[config.mk]
export PLATFORM = sky130hd
export DESIGN_NAME = pong_match_engine
export DESIGN_NICKNAME = d
export VERILOG_FILES = /design/src/rtl/pong_pkg.sv /design/src/rtl/pong_paddle_hit.sv /design/src/rtl/pong_match_engine.sv
export SDC_FILE = /design/constraint.sdc
export NUM_CORES = 1
export LEC_CHECK = 0
export CAP_MARGIN = 25
export CORE_MARGIN = 2
export CORE_UTILIZATION = 55
export CTS_BUF_LIST = sky130_fd_sc_hd__clkbuf_2 sky130_fd_sc_hd__clkbuf_4 sky130_fd_sc_hd__clkbuf_8
export DETAILED_ROUTE_END_ITERATION = 6
export PLACE_DENSITY = 0.78
export SLEW_MARGIN = 20
export SYNTH_ARGS = -nofsm -noshare
export SYNTH_HDL_FRONTEND = slang
export SYNTH_SLANG_ARGS = --single-unit
[constraint.sdc]
create_clock -name clk -period 7.5 [get_ports clk]
set_input_delay 1.5 -clock clk [delete_from_list [all_inputs] [get_ports clk]]
set_output_delay 1.5 -clock clk [all_outputs]
set_load 0.05 [all_outputs]
[src/rtl/pong_pkg.sv]
// Shared Pong definitions: game state and winner encodings plus the default
// playfield geometry used by the match engine, paddle and renderer blocks.
package pong_pkg;

    typedef enum logic [2:0] {
        ST_IDLE      = 3'd0,
        ST_SERVE     = 3'd1,
        ST_PLAY      = 3'd2,
        ST_PAUSE     = 3'd3,
        ST_GAME_OVER = 3'd4
    } game_state_e;

    typedef enum logic [1:0] {
        WIN_NONE = 2'b00,
        WIN_P1   = 2'b01,
        WIN_P2   = 2'b10
    } winner_e;

    localparam int DEF_POS_W       = 10;
    localparam int DEF_FIELD_W     = 640;
    localparam int DEF_FIELD_H     = 480;
    localparam int DEF_BALL_SIZE   = 8;
    localparam int DEF_PADDLE_W    = 10;
    localparam int DEF_PADDLE_H    = 100;
    localparam int DEF_P1_X        = 20;
    localparam int DEF_P2_X        = 610;
    localparam int DEF_SPEED_X     = 2;
    localparam int DEF_SPEED_Y     = 1;
    localparam int DEF_SCORE_W     = 4;
    localparam int DEF_WIN_SCORE   = 9;
    localparam int DEF_SERVE_TICKS = 60;

endpackage

[src/rtl/pong_paddle_hit.sv]
// Combinational paddle collision: the ball's leading edge crosses the paddle
// face this tick while the ball overlaps the paddle vertically.
module pong_paddle_hit
    import pong_pkg::*;
#(
    parameter int POS_W          = DEF_POS_W,
    parameter int FACE_X         = DEF_P1_X + DEF_PADDLE_W,
    parameter bit APPROACH_RIGHT = 1'b0,
    parameter int BALL_SIZE      = DEF_BALL_SIZE,
    parameter int PADDLE_H       = DEF_PADDLE_H,
    parameter int SPEED_X        = DEF_SPEED_X
) (
    input  logic [POS_W-1:0] ball_x,
    input  logic [POS_W-1:0] ball_y,
    input  logic [POS_W-1:0] paddle_y,
    input  logic             moving_right,
    output logic             hit
);

    localparam int EW = POS_W + 1;
    localparam logic [EW-1:0] FACE_E   = EW'(FACE_X);
    localparam logic [EW-1:0] BALL_E   = EW'(BALL_SIZE);
    localparam logic [EW-1:0] PADDLE_E = EW'(PADDLE_H);
    localparam logic [EW-1:0] SPEED_E  = EW'(SPEED_X);

    logic [EW-1:0] x_e_s;
    logic [EW-1:0] y_e_s;
    logic [EW-1:0] py_e_s;
    logic          overlap_s;
    logic          crossing_s;

    assign x_e_s  = {1'b0, ball_x};
    assign y_e_s  = {1'b0, ball_y};
    assign py_e_s = {1'b0, paddle_y};

    assign overlap_s = (y_e_s + BALL_E > py_e_s) && (y_e_s < py_e_s + PADDLE_E);

    // Right-moving balls lead with their right edge; left-moving with their left edge
    generate
        if (APPROACH_RIGHT) begin : g_right
            assign crossing_s = moving_right
                             && (x_e_s + BALL_E <= FACE_E)
                             && (x_e_s + BALL_E + SPEED_E >= FACE_E);
        end else begin : g_left
            assign crossing_s = !moving_right
                             && (x_e_s >= FACE_E)
                             && (x_e_s <= FACE_E + SPEED_E);
        end
    endgenerate

    assign hit = crossing_s && overlap_s;

endmodule

[src/rtl/pong_match_engine.sv]
// Pong gameplay core: ball kinematics, wall/paddle collision, scoring, serve
// delay, pause and game-over sequencing, stepped once per tick.
module pong_match_engine
    import pong_pkg::*;
#(
    parameter int POS_W       = DEF_POS_W,
    parameter int FIELD_W     = DEF_FIELD_W,
    parameter int FIELD_H     = DEF_FIELD_H,
    parameter int BALL_SIZE   = DEF_BALL_SIZE,
    parameter int PADDLE_W    = DEF_PADDLE_W,
    parameter int PADDLE_H    = DEF_PADDLE_H,
    parameter int P1_X        = DEF_P1_X,
    parameter int P2_X        = DEF_P2_X,
    parameter int SPEED_X     = DEF_SPEED_X,
    parameter int SPEED_Y     = DEF_SPEED_Y,
    parameter int SCORE_W     = DEF_SCORE_W,
    parameter int WIN_SCORE   = DEF_WIN_SCORE,
    parameter int SERVE_TICKS = DEF_SERVE_TICKS
) (
    input  logic               clk,
    input  logic               reset,
    input  logic               tick,
    input  logic               start,
    input  logic               pause,
    input  logic [POS_W-1:0]   p1_y,
    input  logic [POS_W-1:0]   p2_y,
    output logic [POS_W-1:0]   ball_x,
    output logic [POS_W-1:0]   ball_y,
    output logic [SCORE_W-1:0] score_p1,
    output logic [SCORE_W-1:0] score_p2,
    output logic [2:0]         state,
    output logic [1:0]         winner,
    output logic               bounce,
    output logic               point_p1,
    output logic               point_p2
);

    localparam int EW    = POS_W + 1;
    localparam int CNT_W = (SERVE_TICKS > 1) ? $clog2(SERVE_TICKS) : 1;

    localparam logic [POS_W-1:0]   CENTRE_X   = POS_W'((FIELD_W - BALL_SIZE) / 2);
    localparam logic [POS_W-1:0]   CENTRE_Y   = POS_W'((FIELD_H - BALL_SIZE) / 2);
    localparam logic [POS_W-1:0]   LEFT_STOP  = POS_W'(P1_X + PADDLE_W);
    localparam logic [POS_W-1:0]   RIGHT_STOP = POS_W'(P2_X - BALL_SIZE);
    localparam logic [EW-1:0]      X_MAX_E    = EW'(FIELD_W - BALL_SIZE);
    localparam logic [EW-1:0]      Y_MAX_E    = EW'(FIELD_H - BALL_SIZE);
    localparam logic [EW-1:0]      SPX_E      = EW'(SPEED_X);
    localparam logic [EW-1:0]      SPY_E      = EW'(SPEED_Y);
    localparam logic [CNT_W-1:0]   SERVE_LOAD = CNT_W'(SERVE_TICKS - 1);
    localparam logic [SCORE_W-1:0] WIN_S      = SCORE_W'(WIN_SCORE);

    game_state_e        state_r, state_nxt_s;
    winner_e            winner_r, winner_nxt_s;
    logic [POS_W-1:0]   ball_x_r, ball_x_nxt_s;
    logic [POS_W-1:0]   ball_y_r, ball_y_nxt_s;
    logic               dx_r, dx_nxt_s;   // 1 = moving right
    logic               dy_r, dy_nxt_s;   // 1 = moving down
    logic [SCORE_W-1:0] score_p1_r, score_p1_nxt_s;
    logic [SCORE_W-1:0] score_p2_r, score_p2_nxt_s;
    logic [CNT_W-1:0]   serve_cnt_r, serve_cnt_nxt_s;
    logic               bounce_r, bounce_nxt_s;
    logic               point_p1_r, point_p1_nxt_s;
    logic               point_p2_r, point_p2_nxt_s;

    logic               hit_l_s, hit_r_s, miss_l_s, miss_r_s;
    logic [POS_W-1:0]   y_step_s, x_step_s;
    logic               dy_step_s;
    logic [SCORE_W-1:0] score_p1_inc_s, score_p2_inc_s;

    pong_paddle_hit #(
        .POS_W(POS_W), .FACE_X(P1_X + PADDLE_W), .APPROACH_RIGHT(1'b0),
        .BALL_SIZE(BALL_SIZE), .PADDLE_H(PADDLE_H), .SPEED_X(SPEED_X)
    ) u_hit_p1 (
        .ball_x(ball_x_r), .ball_y(ball_y_r), .paddle_y(p1_y),
        .moving_right(dx_r), .hit(hit_l_s)
    );

    pong_paddle_hit #(
        .POS_W(POS_W), .FACE_X(P2_X), .APPROACH_RIGHT(1'b1),
        .BALL_SIZE(BALL_SIZE), .PADDLE_H(PADDLE_H), .SPEED_X(SPEED_X)
    ) u_hit_p2 (
        .ball_x(ball_x_r), .ball_y(ball_y_r), .paddle_y(p2_y),
        .moving_right(dx_r), .hit(hit_r_s)
    );

    assign miss_l_s = !dx_r && ({1'b0, ball_x_r} <= SPX_E);
    assign miss_r_s = dx_r && ({1'b0, ball_x_r} + SPX_E >= X_MAX_E);
    assign x_step_s = dx_r ? POS_W'({1'b0, ball_x_r} + SPX_E)
                           : POS_W'({1'b0, ball_x_r} - SPX_E);
    assign score_p1_inc_s = score_p1_r + {{(SCORE_W-1){1'b0}}, 1'b1};
    assign score_p2_inc_s = score_p2_r + {{(SCORE_W-1){1'b0}}, 1'b1};

    // Vertical step with wall clamp and reflection, evaluated every cycle
    always_comb begin
        y_step_s  = ball_y_r;
        dy_step_s = dy_r;
        if (dy_r) begin
            if ({1'b0, ball_y_r} + SPY_E >= Y_MAX_E) begin
                y_step_s  = POS_W'(Y_MAX_E);
                dy_step_s = 1'b0;
            end else begin
                y_step_s  = POS_W'({1'b0, ball_y_r} + SPY_E);
            end
        end else begin
            if ({1'b0, ball_y_r} <= SPY_E) begin
                y_step_s  = '0;
                dy_step_s = 1'b1;
            end else begin
                y_step_s  = POS_W'({1'b0, ball_y_r} - SPY_E);
            end
        end
    end

    // Next-state and datapath update; everything holds unless tick is high
    always_comb begin
        state_nxt_s     = state_r;
        winner_nxt_s    = winner_r;
        ball_x_nxt_s    = ball_x_r;
        ball_y_nxt_s    = ball_y_r;
        dx_nxt_s        = dx_r;
        dy_nxt_s        = dy_r;
        score_p1_nxt_s  = score_p1_r;
        score_p2_nxt_s  = score_p2_r;
        serve_cnt_nxt_s = serve_cnt_r;
        bounce_nxt_s    = 1'b0;
        point_p1_nxt_s  = 1'b0;
        point_p2_nxt_s  = 1'b0;
        if (tick) begin
            case (state_r)
                ST_IDLE, ST_GAME_OVER: begin
                    if (start) begin
                        state_nxt_s     = ST_SERVE;
                        score_p1_nxt_s  = '0;
                        score_p2_nxt_s  = '0;
                        winner_nxt_s    = WIN_NONE;
                        serve_cnt_nxt_s = SERVE_LOAD;
                        ball_x_nxt_s    = CENTRE_X;
                        ball_y_nxt_s    = CENTRE_Y;
                    end else begin
                        state_nxt_s = state_r;
                    end
                end
                ST_SERVE: begin
                    if (serve_cnt_r == '0) begin
                        state_nxt_s = ST_PLAY;
                    end else begin
                        serve_cnt_nxt_s = serve_cnt_r - {{(CNT_W-1){1'b0}}, 1'b1};
                    end
                end
                ST_PLAY: begin
                    if (pause) begin
                        state_nxt_s = ST_PAUSE;
                    end else if (hit_l_s) begin
                        ball_x_nxt_s = LEFT_STOP;
                        dx_nxt_s     = 1'b1;
                        bounce_nxt_s = 1'b1;
                        ball_y_nxt_s = y_step_s;
                        dy_nxt_s     = dy_step_s;
                    end else if (hit_r_s) begin
                        ball_x_nxt_s = RIGHT_STOP;
                        dx_nxt_s     = 1'b0;
                        bounce_nxt_s = 1'b1;
                        ball_y_nxt_s = y_step_s;
                        dy_nxt_s     = dy_step_s;
                    end else if (miss_l_s) begin
                        score_p2_nxt_s = score_p2_inc_s;
                        point_p2_nxt_s = 1'b1;
                        if (score_p2_inc_s == WIN_S) begin
                            state_nxt_s  = ST_GAME_OVER;
                            winner_nxt_s = WIN_P2;
                        end else begin
                            state_nxt_s     = ST_SERVE;
                            serve_cnt_nxt_s = SERVE_LOAD;
                            ball_x_nxt_s    = CENTRE_X;
                            ball_y_nxt_s    = CENTRE_Y;
                            dx_nxt_s        = 1'b0;   // serve toward p1, who conceded
                        end
                    end else if (miss_r_s) begin
                        score_p1_nxt_s = score_p1_inc_s;
                        point_p1_nxt_s = 1'b1;
                        if (score_p1_inc_s == WIN_S) begin
                            state_nxt_s  = ST_GAME_OVER;
                            winner_nxt_s = WIN_P1;
                        end else begin
                            state_nxt_s     = ST_SERVE;
                            serve_cnt_nxt_s = SERVE_LOAD;
                            ball_x_nxt_s    = CENTRE_X;
                            ball_y_nxt_s    = CENTRE_Y;
                            dx_nxt_s        = 1'b1;
                        end
                    end else begin
                        ball_x_nxt_s = x_step_s;
                        ball_y_nxt_s = y_step_s;
                        dy_nxt_s     = dy_step_s;
                    end
                end
                ST_PAUSE: begin
                    if (!pause) begin
                        state_nxt_s = ST_PLAY;
                    end else begin
                        state_nxt_s = ST_PAUSE;
                    end
                end
                default: begin
                    state_nxt_s = ST_IDLE;
                end
            endcase
        end else begin
            state_nxt_s = state_r;
        end
    end

    // State and datapath registers with synchronous active-low reset
    always_ff @(posedge clk) begin
        if (!reset) begin
            state_r     <= ST_IDLE;
            winner_r    <= WIN_NONE;
            ball_x_r    <= CENTRE_X;
            ball_y_r    <= CENTRE_Y;
            dx_r        <= 1'b1;
            dy_r        <= 1'b1;
            score_p1_r  <= '0;
            score_p2_r  <= '0;
            serve_cnt_r <= '0;
            bounce_r    <= 1'b0;
            point_p1_r  <= 1'b0;
            point_p2_r  <= 1'b0;
        end else begin
            state_r     <= state_nxt_s;
            winner_r    <= winner_nxt_s;
            ball_x_r    <= ball_x_nxt_s;
            ball_y_r    <= ball_y_nxt_s;
            dx_r        <= dx_nxt_s;
            dy_r        <= dy_nxt_s;
            score_p1_r  <= score_p1_nxt_s;
            score_p2_r  <= score_p2_nxt_s;
            serve_cnt_r <= serve_cnt_nxt_s;
            bounce_r    <= bounce_nxt_s;
            point_p1_r  <= point_p1_nxt_s;
            point_p2_r  <= point_p2_nxt_s;
        end
    end

    assign ball_x   = ball_x_r;
    assign ball_y   = ball_y_r;
    assign score_p1 = score_p1_r;
    assign score_p2 = score_p2_r;
    assign state    = state_r;
    assign winner   = winner_r;
    assign bounce   = bounce_r;
    assign point_p1 = point_p1_r;
    assign point_p2 = point_p2_r;

endmodule
=== After elaboration in Yosys (flattened, before gate mapping) ===
Index checks and enable logic that the tools add are counted.

* Bits in registers: 44
* Output and inout port bits: 36

* Add/sub/neg operators: 12
* Order comparisons: 12
* Equality and inequality tests: 29
* Mux-type cells: 81
* Bitwise logic cells: 4
* Reductions and logical operators: 28

{| class="wikitable"
|+ Operators by type and width
! operator !! number
|-
| $mux 10 || 20
|-
| $mux 6 || 9
|-
| $mux 4 || 10
|-
| $pmux 10 s2 || 2
|-
| $mux 3 || 9
|-
| $ne 3x3->1 const B || 9
|-
| $add 10x4->11 const B || 2
|-
| $add 10x7->11 const B || 2
|-
| $ge 11x10->1 const B || 2
|-
| $gt 11x10->1 || 2
|-
| $lt 10x11->1 || 2
|-
| $mux 1 || 18
|-
| $ne 2x2->1 const B || 9
|-
| $pmux 6 s3 || 1
|-
| $reduce_and 6->1 || 3
|-
| $mux 2 || 8
|-
| $pmux 4 s2 || 2
|-
| $ne 4x4->1 const B || 3
|-
| $pmux 3 s4 || 1
|-
| $add 10x1->11 const B || 1
|-
| $add 10x2->11 const B || 1
|-
| $add 11x2->11 const B || 1
|-
| $ge 11x9->1 const B || 1
|-
| $le 11x10->1 const B || 1
|-
| 32 further kinds || 47
|}

=== Longest topological paths before layout ===
Gate-level depths: netlist (run 1).

* Depth after elaboration: 10
* Gate-level depth with buffers: 14
* Depth with buffers taken out: 13

=== Modules after synthesis ===
A second synthesis (run 1) with hierarchy kept.

* Cells, all modules: 637
* Area total of the unflattened synthesis: 4824.6 um^2

{| class="wikitable"
|+ By module, submodules not included
! module !! instances !! cells each !! area an instance (um^2) !! sequential area each (um^2)
|-
| pong_match_engine || 1 || 428 || 3275.6 || 860.8
|-
| pong_paddle_hit at u_hit_p2 || 1 || 115 || 852.1 || 0.0
|-
| pong_paddle_hit at u_hit_p1 || 1 || 94 || 696.9 || 0.0
|}

=== Worst setup path after synthesis (run 1) ===
OpenSTA, ideal clock, no wires.

* Path kind: in2reg
* From: in p1_y[2]
* To: reg ball_x_r[2], in the netlist ball_x[2]
* Library setup time: 123 ps
* Arrival: 4209 ps
* Path slack: 3167 ps
* Cell stages on the path: 12
* Path through: ha_1 > a21oi_1 > xnor2_1 > ha_1 > a211o_1 > a211oi_1 > a21oi_1 > or4_1 > or2_4 > o2111ai_4 > nand2_2 > mux2_1

* Cells in the longest elaborated chain, start to end: 7
* Elaborated cells between the ends (all ways): 11

{| class="wikitable"
|+ Ends and longest elaborated chain
! item !! RTL line !! source
|-
| from (decl) || pong_match_engine.sv:25 || <nowiki>input logic [POS_W-1:0] p1_y,</nowiki>
|-
| $add 10x7->11 || pong_paddle_hit.sv:36 || <nowiki>assign overlap_s = (y_e_s + BALL_E > py_e_s) && (y_e_s < py_e_s + PADDLE_E);</nowiki>
|-
| $lt 10x11->1 || pong_paddle_hit.sv:36 ||
|-
| $logic_and 1x1->1 (*) || pong_paddle_hit.sv:36 ||
|-
| $logic_and 1x1->1 (*) || pong_paddle_hit.sv:51 || <nowiki>assign hit = crossing_s && overlap_s;</nowiki>
|-
| $mux 10 || pong_match_engine.sv:153 || <nowiki>end else if (hit_l_s) begin</nowiki>
|-
| $mux 10 || pong_match_engine.sv:151 || <nowiki>if (pause) begin</nowiki>
|-
| $pmux 10 s2 || pong_match_engine.sv:129 || <nowiki>case (state_r)</nowiki>
|-
| to (signal assigned) || pong_match_engine.sv:231 || <nowiki>ball_x_r <= ball_x_nxt_s;</nowiki>
|-
| to (decl) || pong_match_engine.sv:54 || <nowiki>logic [POS_W-1:0] ball_x_r, ball_x_nxt_s;</nowiki>
|}

Every way passes the cells marked *; elsewhere a longest branch is shown, timed or not. The select of a mux whose other input is x is not followed.
A chain may end at the register's enable or synchronous reset.

=== Final worst setup path (run 1) ===
Same ends and word-level chain as after synthesis.

==> results_dict.tcl, run 1 <==
set metrics [dict create \
    number_of_enable_type_register_cells_in_the_synthesized_netlist 0 \
    setup_violations 0 \
    syn_to_final_growth_pct 14.0 \
    drtAntennaViolNets 0 \
    synth-seq-area-share 0.177 \
    leading_cell_types_by_total_area_after_synthesis "sky130_fd_sc_hd__dfxtp_1 (18%), sky130_fd_sc_hd__ha_1 (15%), sky130_fd_sc_hd__a21oi_1 (4.3%)" \
    ctsHoldBuffers 0 \
    tritoncts "built" \
    vdd_ir_drop_max_mv 0.183 \
    hold_class "reg -> reg" \
    period_minus_slack_ns 4.87 \
    final-seq-area_um2 861 \
    post_synthesis_instance_area_um2 4860 \
    grt_setup_unrepaired "no" \
    outcome "completed" \
    worstPathCellList "clkdlybuf4s50_1 > ha_1 > a21oi_1 > xnor2_1 > ha_1 > a211o_1 > a211oi_1 > a21oi_1 > or4_1 > or2_4 > o2111ai_4 > nand2_2 > mux2_1" \
    whs_ns 0.544 \
    fill_cells 757 \
    dpl.hpwl_um 10000 \
    vias_in_the_first_global_route 4726 \
    synth_cell_types 86 \
    drive_above_1_share 0.0682 \
    cellPowerDensity_nw_per_um2 109 \
    h-tree-depth 2 \
    yosys_most_used_dff "sky130_fd_sc_hd__dfxtp_1" \
    cts_max_path_buffers 2 \
    timing.clock.skew_ns 0.00731 \
    leading_post_synthesis_cells_by_instance_count "sky130_fd_sc_hd__ha_1 (57), sky130_fd_sc_hd__nand2_1 (48), sky130_fd_sc_hd__inv_1 (47), sky130_fd_sc_hd__dfxtp_1 (43), sky130_fd_sc_hd__a21oi_1 (42)" \
    startpoint_type "input port" \
    floorplan.die.height_um 98.0 \
    antenna_cells_inserted 0 \
    firstDrtPassIters 5 \
    yosysTopAreaCell "sky130_fd_sc_hd__dfxtp_1" \
    multi_input_area_um2 3640 \
    ctsResizeCount 0 \
    critPathCaptureType "flop" \
    crit_type "in -> reg" \
    rel_slew_slack 0.319 \
    maxCapViolations 0 \
    syn_avg_cell_area_um2 7.75 \
    placer_congestion 0.978 \
    grt-ovfl-total 0 \
    detail_route.wl_per_cell_um 17.7 \
    drt-total-wl_um 13600 \
    worst-path-max-fanout 10 \
    setup_tns_ns 0 \
    worst-slew-pin-transition_ns 1.01 \
    syn-instance-count 627 \
    start_util 0.562 \
    clock_insertion_delay_at_the_later_pin_of_the_skew_report_ns 0.30 \
    grt_first_pass_wirelength_um 22500 \
    cpPeakStageDelay_ns 0.58 \
    number_of_antenna_violations_at_the_first_check_in_global_routing 0 \
    synth-async-reset-ratio 0 \
    clock-sinks 43 \
    postSynthNetCount 709 \
    vias 4983 \
    slowest_stage "sky130_fd_sc_hd__or4_1" \
    worst_path_dominant_cell_family "simple AND/OR/NAND/NOR gates" \
    ios 61 \
    rows 34 \
    cts-buffers-inserted 5 \
    post_cts.repair.setup_buffers 0 \
    floorplan.core_area_um2 8640 \
    drc 0 \
    final_hold_viol_count 0 \
    number_of_pins_with_negative_max_slew_slack_in_the_final_report 0 \
    finish.net_count 741 \
    p_leak_nw 2.25 \
    yosysWarningCount 0 \
    ys_seq_elements 43 \
    via_per_inst 6.49 \
    grt_usage 0.277 \
    final_core_utilization 0.641 \
    netlist.area_leader.share 0.177 \
    die_width_um 98.0 \
    drt_iter0_drc 355 \
    cp_data_arrival_time_ns 5.06 \
    required_time_at_the_endpoint_of_the_critical_path_ns 7.69 \
    grt_start_max_net_pins 30 \
    floorplan.die_area_um2 9600 \
    cts-root-buf "sky130_fd_sc_hd__clkbuf_8" \
    worst-path-buf-inv 1 \
    maxClockFrequency_mhz 205 \
    finalCritPeriodShare 0.649 \
    port_buffers 59 \
    clock_pin_slew_of_the_registers_on_the_worst_case_setup_and_hold_paths_ns 0.09 \
    most_common_cell_in_the_synthesized_netlist "sky130_fd_sc_hd__ha_1" \
    setup.reg_to_reg.worst_slack_ns 3.53 \
]
## worst min-delay path: stages (launching register included)
cell,delay (ns)
sky130_fd_sc_hd__dfxtp_1,0.36
sky130_fd_sc_hd__nand3_1,0.08
sky130_fd_sc_hd__a21oi_1,0.05
## placed cells by master (no fill, tap or decap), types with 4 or more instances in the layout
master	instances
sky130_fd_sc_hd__o211ai_1	16
sky130_fd_sc_hd__a21o_1	8
sky130_fd_sc_hd__nand2b_1	4
sky130_fd_sc_hd__nor4_1	6
sky130_fd_sc_hd__ha_1	57
sky130_fd_sc_hd__a21oi_1	42
sky130_fd_sc_hd__o211a_1	5
sky130_fd_sc_hd__nand4_1	11
sky130_fd_sc_hd__a32o_1	5
sky130_fd_sc_hd__xor2_1	9
sky130_fd_sc_hd__a211oi_1	5
sky130_fd_sc_hd__clkdlybuf4s50_1	59
sky130_fd_sc_hd__a31o_2	6
sky130_fd_sc_hd__inv_1	47
sky130_fd_sc_hd__xnor2_1	24
sky130_fd_sc_hd__or2_2	4
sky130_fd_sc_hd__o221ai_1	4
sky130_fd_sc_hd__nor2b_1	5
sky130_fd_sc_hd__o21ai_0	21
sky130_fd_sc_hd__and4_1	5
sky130_fd_sc_hd__o21a_1	8
sky130_fd_sc_hd__and2_1	9
sky130_fd_sc_hd__nor3_1	12
sky130_fd_sc_hd__nand2_1	48
sky130_fd_sc_hd__nor3b_1	4
sky130_fd_sc_hd__o22ai_1	5
sky130_fd_sc_hd__nand3_1	30
sky130_fd_sc_hd__and3_1	9
sky130_fd_sc_hd__clkbuf_8	6
sky130_fd_sc_hd__o2111ai_1	5
sky130_fd_sc_hd__nor2_1	40
sky130_fd_sc_hd__dfxtp_1	43
sky130_fd_sc_hd__a41o_1	4
sky130_fd_sc_hd__a31oi_1	7
## final cells by class
type                            instances  share of cell area
Inverter                               47              0.0319
Clock inverter                          2             0.00633
Sequential cell                        43               0.155
Timing Repair Buffer                   61               0.109
Tap cell                              108              0.0244
Clock buffer                            6              0.0149
Multi-Input combinational cell        501               0.658
## sequential cells by signal, summed over array words and instances, names as in the netlist
name         flops
ball_y          10
ball_x           9
dy_r             1
score_p1         4
point_p1         1
winner           2
score_p2         4
point_p2         1
state            3
serve_cnt_r      6
bounce           1
dx_r             1
## metrics by stage
stage / area, um^2 / worst slack, ns / cells / power [mW]
final: 5540 / 2.63 / 768 / 0.605
after global routing: 5540 / 2.29 / 768 / 0.636
after CTS: 5540 / 2.63 / 768 / 0.605
after detailed placement: 5420 / 2.31 / 760 / 0.419
after global placement: 5420 / 2.42 / 760 / 0.411
after floorplan: 4860 / 3.17 / 627 / 0.371
## routing by layer
metal / vias to the layer above / track usage / routed length (um)
met1: 2326 / 0.369 / 5800
met2: 221 / 0.475 / 6540
li1: 2406 / - / -
met5: - / 0 / 0
met3: 30 / 0.0301 / 962
met4: 0 / 0.0769 / 266
## kinds of logic after synthesis
family	count (synthesis)	synth area share
compound gates	191	0.295
xor+xnor	33	0.0595
fa+ha+maj	57	0.147
buf+inv	83	0.0732
flops	43	0.177
mux	6	0.0131
other cells	1	0.000772
simple gates	213	0.234
## where the power goes
group | switching (mW) | internal, mW | leakage, nW
registers | 0.0126 | 0.236 | 0.348
logic | 0.0959 | 0.0717 | 1.84
clock network | 0.0816 | 0.108 | 0.0612
## worst paths after layout
check	start	end	depth (start not counted)
setup / recovery	p1_y[2]	ball_x[2]$_SDFFE_PN1P_	13
hold / removal	score_p1[1]$_SDFFE_PN0P_	score_p1[1]$_SDFFE_PN0P_	2
setup reg to reg	ball_y[4]$_SDFFE_PN0P_	ball_y[1]$_SDFFE_PN0P_	11
hold reg to reg	score_p1[1]$_SDFFE_PN0P_	score_p1[1]$_SDFFE_PN0P_	2
Note: power is estimated with default switching activity, not from simulation.
==> inputs of run 2 (changes only) <==
==> constraint.sdc (replaced) <==
create_clock -name clk -period 5 [get_ports clk]
set_input_delay 1 -clock clk [delete_from_list [all_inputs] [get_ports clk]]
set_output_delay 1 -clock clk [all_outputs]
set_load 0.05 [all_outputs]
==> run 2 against run 1 <==
Compared with the run above:
- total power rose by 50%
- worst hold slack got worse by 0.0011 ns
- combinational power rose by 49%
- final area rose by 0.54%
- sequential share of layout area fell by 0.084 points
- critical path depth did not move
- worst setup slack got worse by 2.0 ns
- clock power rose by 51%
- clock-buffer cell count did not move
- die area did not move
==> results_dict.tcl, run 2 (synthesis gave the netlist of run 1 again) <==
set metrics [dict create \
    cts-buffers-inserted 5 \
    cp_data_arrival_time_ns 4.59 \
    grt_first_pass_wirelength_um 22700 \
    required_time_at_the_endpoint_of_the_critical_path_ns 5.19 \
    cts-root-buf "sky130_fd_sc_hd__clkbuf_8" \
    floorplan.die.height_um 98.0 \
    layout_common_cells "sky130_fd_sc_hd__clkdlybuf4s50_1 (59), sky130_fd_sc_hd__ha_1 (57), sky130_fd_sc_hd__nand2_1 (48)" \
    ios 61 \
    rel_slew_slack 0.379 \
    setup_violations 0 \
    firstDrtPassIters 5 \
    h-tree-depth 2 \
    min-delay-start "serve_cnt_r[1]$_SDFFE_PN0P_" \
    vdd_ir_drop_max_mv 0.165 \
    finalCritPeriodShare 0.880 \
    ff2ff_path_depth 13 \
    grt-ovfl-total 0 \
    largest_reg_flops 10 \
    clock_insertion_delay_at_the_later_pin_of_the_skew_report_ns 0.30 \
    drc 0 \
    p_leak_nw 2.26 \
    die_width_um 98.0 \
    startpoint_type "input port" \
    tritoncts "built" \
    mostFrequentLayoutCell "sky130_fd_sc_hd__clkdlybuf4s50_1" \
    reg2reg_launch_point "ball_y[3]$_SDFFE_PN1P_" \
    grt_setup_unrepaired "no" \
    ctsHoldBuffers 0 \
    met1_length_um 6030 \
    final-instance-count-excl-fill 772 \
    number_of_pins_with_negative_max_slew_slack_in_the_final_report 0 \
    grt_start_max_net_pins 30 \
    drtAntennaViolNets 0 \
    grt_usage 0.278 \
    hold_depth 1 \
    dpl.cell_count 764 \
    period_minus_slack_ns 4.40 \
    worst-slew-pin-transition_ns 0.922 \
    routed-wl-met2_um 6210 \
    finish.net_count 745 \
    clock-sinks 43 \
    timing.clock.skew_ns 0.00541 \
    critPathCaptureType "flop" \
    hold_class "reg -> reg" \
    vias 5014 \
    maxUsedRoutingLayer "met4" \
    rows 34 \
    setup.reg_to_reg.worst_slack_ns 1.15 \
    floorplan.die_area_um2 9600 \
    crit_type "in -> reg" \
    placer_congestion 0.967 \
    timing.rr.end "score_p1[0]$_SDFFE_PN0P_" \
    start_util 0.562 \
    ctsResizeCount 0 \
    dr_wl_met3_um 837 \
    drive_above_1_share 0.0738 \
    post_cts.repair.setup_buffers 0 \
    maxClockFrequency_mhz 227 \
    cts_max_path_buffers 2 \
    setup_tns_ns 0 \
    worst-path-max-fanout 10 \
    post-route-cell-area_um2 5570 \
    outcome "completed" \
    drt-total-wl_um 13400 \
    maxCapViolations 0 \
    postPlaceCellArea_um2 5450 \
    port_buffers 59 \
    cellPowerDensity_nw_per_um2 163 \
    antenna_cells_inserted 0 \
    clock_pin_slew_of_the_registers_on_the_worst_case_setup_and_hold_paths_ns 0.08 \
    syn_to_final_growth_pct 14.6 \
    vias_in_the_first_global_route 4901 \
    dpl.hpwl_um 9940 \
    floorplan.core_area_um2 8640 \
    detail_route.wl_per_cell_um 17.3 \
    via_per_inst 6.49 \
    min_to "serve_cnt_r[1]$_SDFFE_PN0P_" \
    drt_iter0_drc 383 \
    number_of_antenna_violations_at_the_first_check_in_global_routing 0 \
    final_hold_viol_count 0 \
]
==> run 2: changes by cell type in the layout (fill, tap and decap cells not counted), sizes merged <==
| cell | previous run | this run |
|---|---|---|
| buf | 2 | 6 |
==> run 2: area by class of cell <==
cell class                      count  area (um^2)
Clock buffer                        6         82.6
Sequential cell                    43          861
Multi-Input combinational cell    501         3640
Timing Repair Buffer               65          636
Inverter                           47          176
Clock inverter                      2         35.0
Tap cell                          108          135
Fill cell                         765         3070
==> run 2: worst max path at each step <==
| stage | depth (start not counted) | end | from |
|---|---|---|---|
| after global routing | 14 | serve_cnt_r[5]$_SDFFE_PN0P_ | p2_y[2] |
| after floorplan | 12 | ball_x[2]$_SDFFE_PN1P_ | p1_y[2] |
| after CTS | 13 | ball_x[2]$_SDFFE_PN1P_ | p1_y[2] |
| after detailed placement | 13 | ball_x[2]$_SDFFE_PN1P_ | p1_y[2] |
| final | 13 | ball_x[2]$_SDFFE_PN1P_ | p1_y[2] |
| after global placement | 13 | ball_x[2]$_SDFFE_PN1P_ | p1_y[2] |
==> run 2: routing by layer <==
metal,up-vias,track usage
li1,2403,-
met3,27,0.0358
met5,-,0
met4,0,0.0983
met1,2367,0.374
met2,217,0.457
==> run 2: worst max-delay path, stage by stage <==
cell and delay, ns:
sky130_fd_sc_hd__clkdlybuf4s50_1 0.49, sky130_fd_sc_hd__ha_1 0.28, sky130_fd_sc_hd__a21oi_1 0.18, sky130_fd_sc_hd__xnor2_1 0.15, sky130_fd_sc_hd__ha_1 0.27, sky130_fd_sc_hd__a211o_1 0.30, sky130_fd_sc_hd__a211oi_1 0.17, sky130_fd_sc_hd__a21oi_1 0.12
sky130_fd_sc_hd__or4_1 0.58, sky130_fd_sc_hd__or2_4 0.32, sky130_fd_sc_hd__o2111ai_4 0.14, sky130_fd_sc_hd__nand2_2 0.21, sky130_fd_sc_hd__mux2_1 0.36
==> run 2: power breakdown <==
part	switching (mW)	internal (mW)
logic	0.143	0.107
clock network	0.124	0.162
registers	0.0187	0.354
==> run 2: metrics by stage <==
step	utilization	power [mW]	worst slack [ns]	hold slack, ns
2_1_floorplan	-	0.557	1.17	0.494
3_3_place_gp	0.631	0.617	0.424	0.508
3_5_place_dp	0.631	0.627	0.300	0.531
4_1_cts	0.645	0.907	0.607	0.551
5_1_grt	0.645	0.955	0.412	0.577
6_report	0.645	0.909	0.602	0.543
==> inputs of run 3 (changes only) <==
--- a/config.mk
+++ b/config.mk
@@ -11,6 +11,7 @@
 export CTS_BUF_LIST = sky130_fd_sc_hd__clkbuf_2 sky130_fd_sc_hd__clkbuf_4 sky130_fd_sc_hd__clkbuf_8
 export DETAILED_ROUTE_END_ITERATION = 6
 export PLACE_DENSITY = 0.78
+export SETUP_SLACK_MARGIN = 0.3
 export SLEW_MARGIN = 20
 export SYNTH_ARGS = -nofsm -noshare
 export SYNTH_HDL_FRONTEND = slang
==> results of run 3 <==
Same layout as run 2: the final DEF is identical, and so are final timing and power.
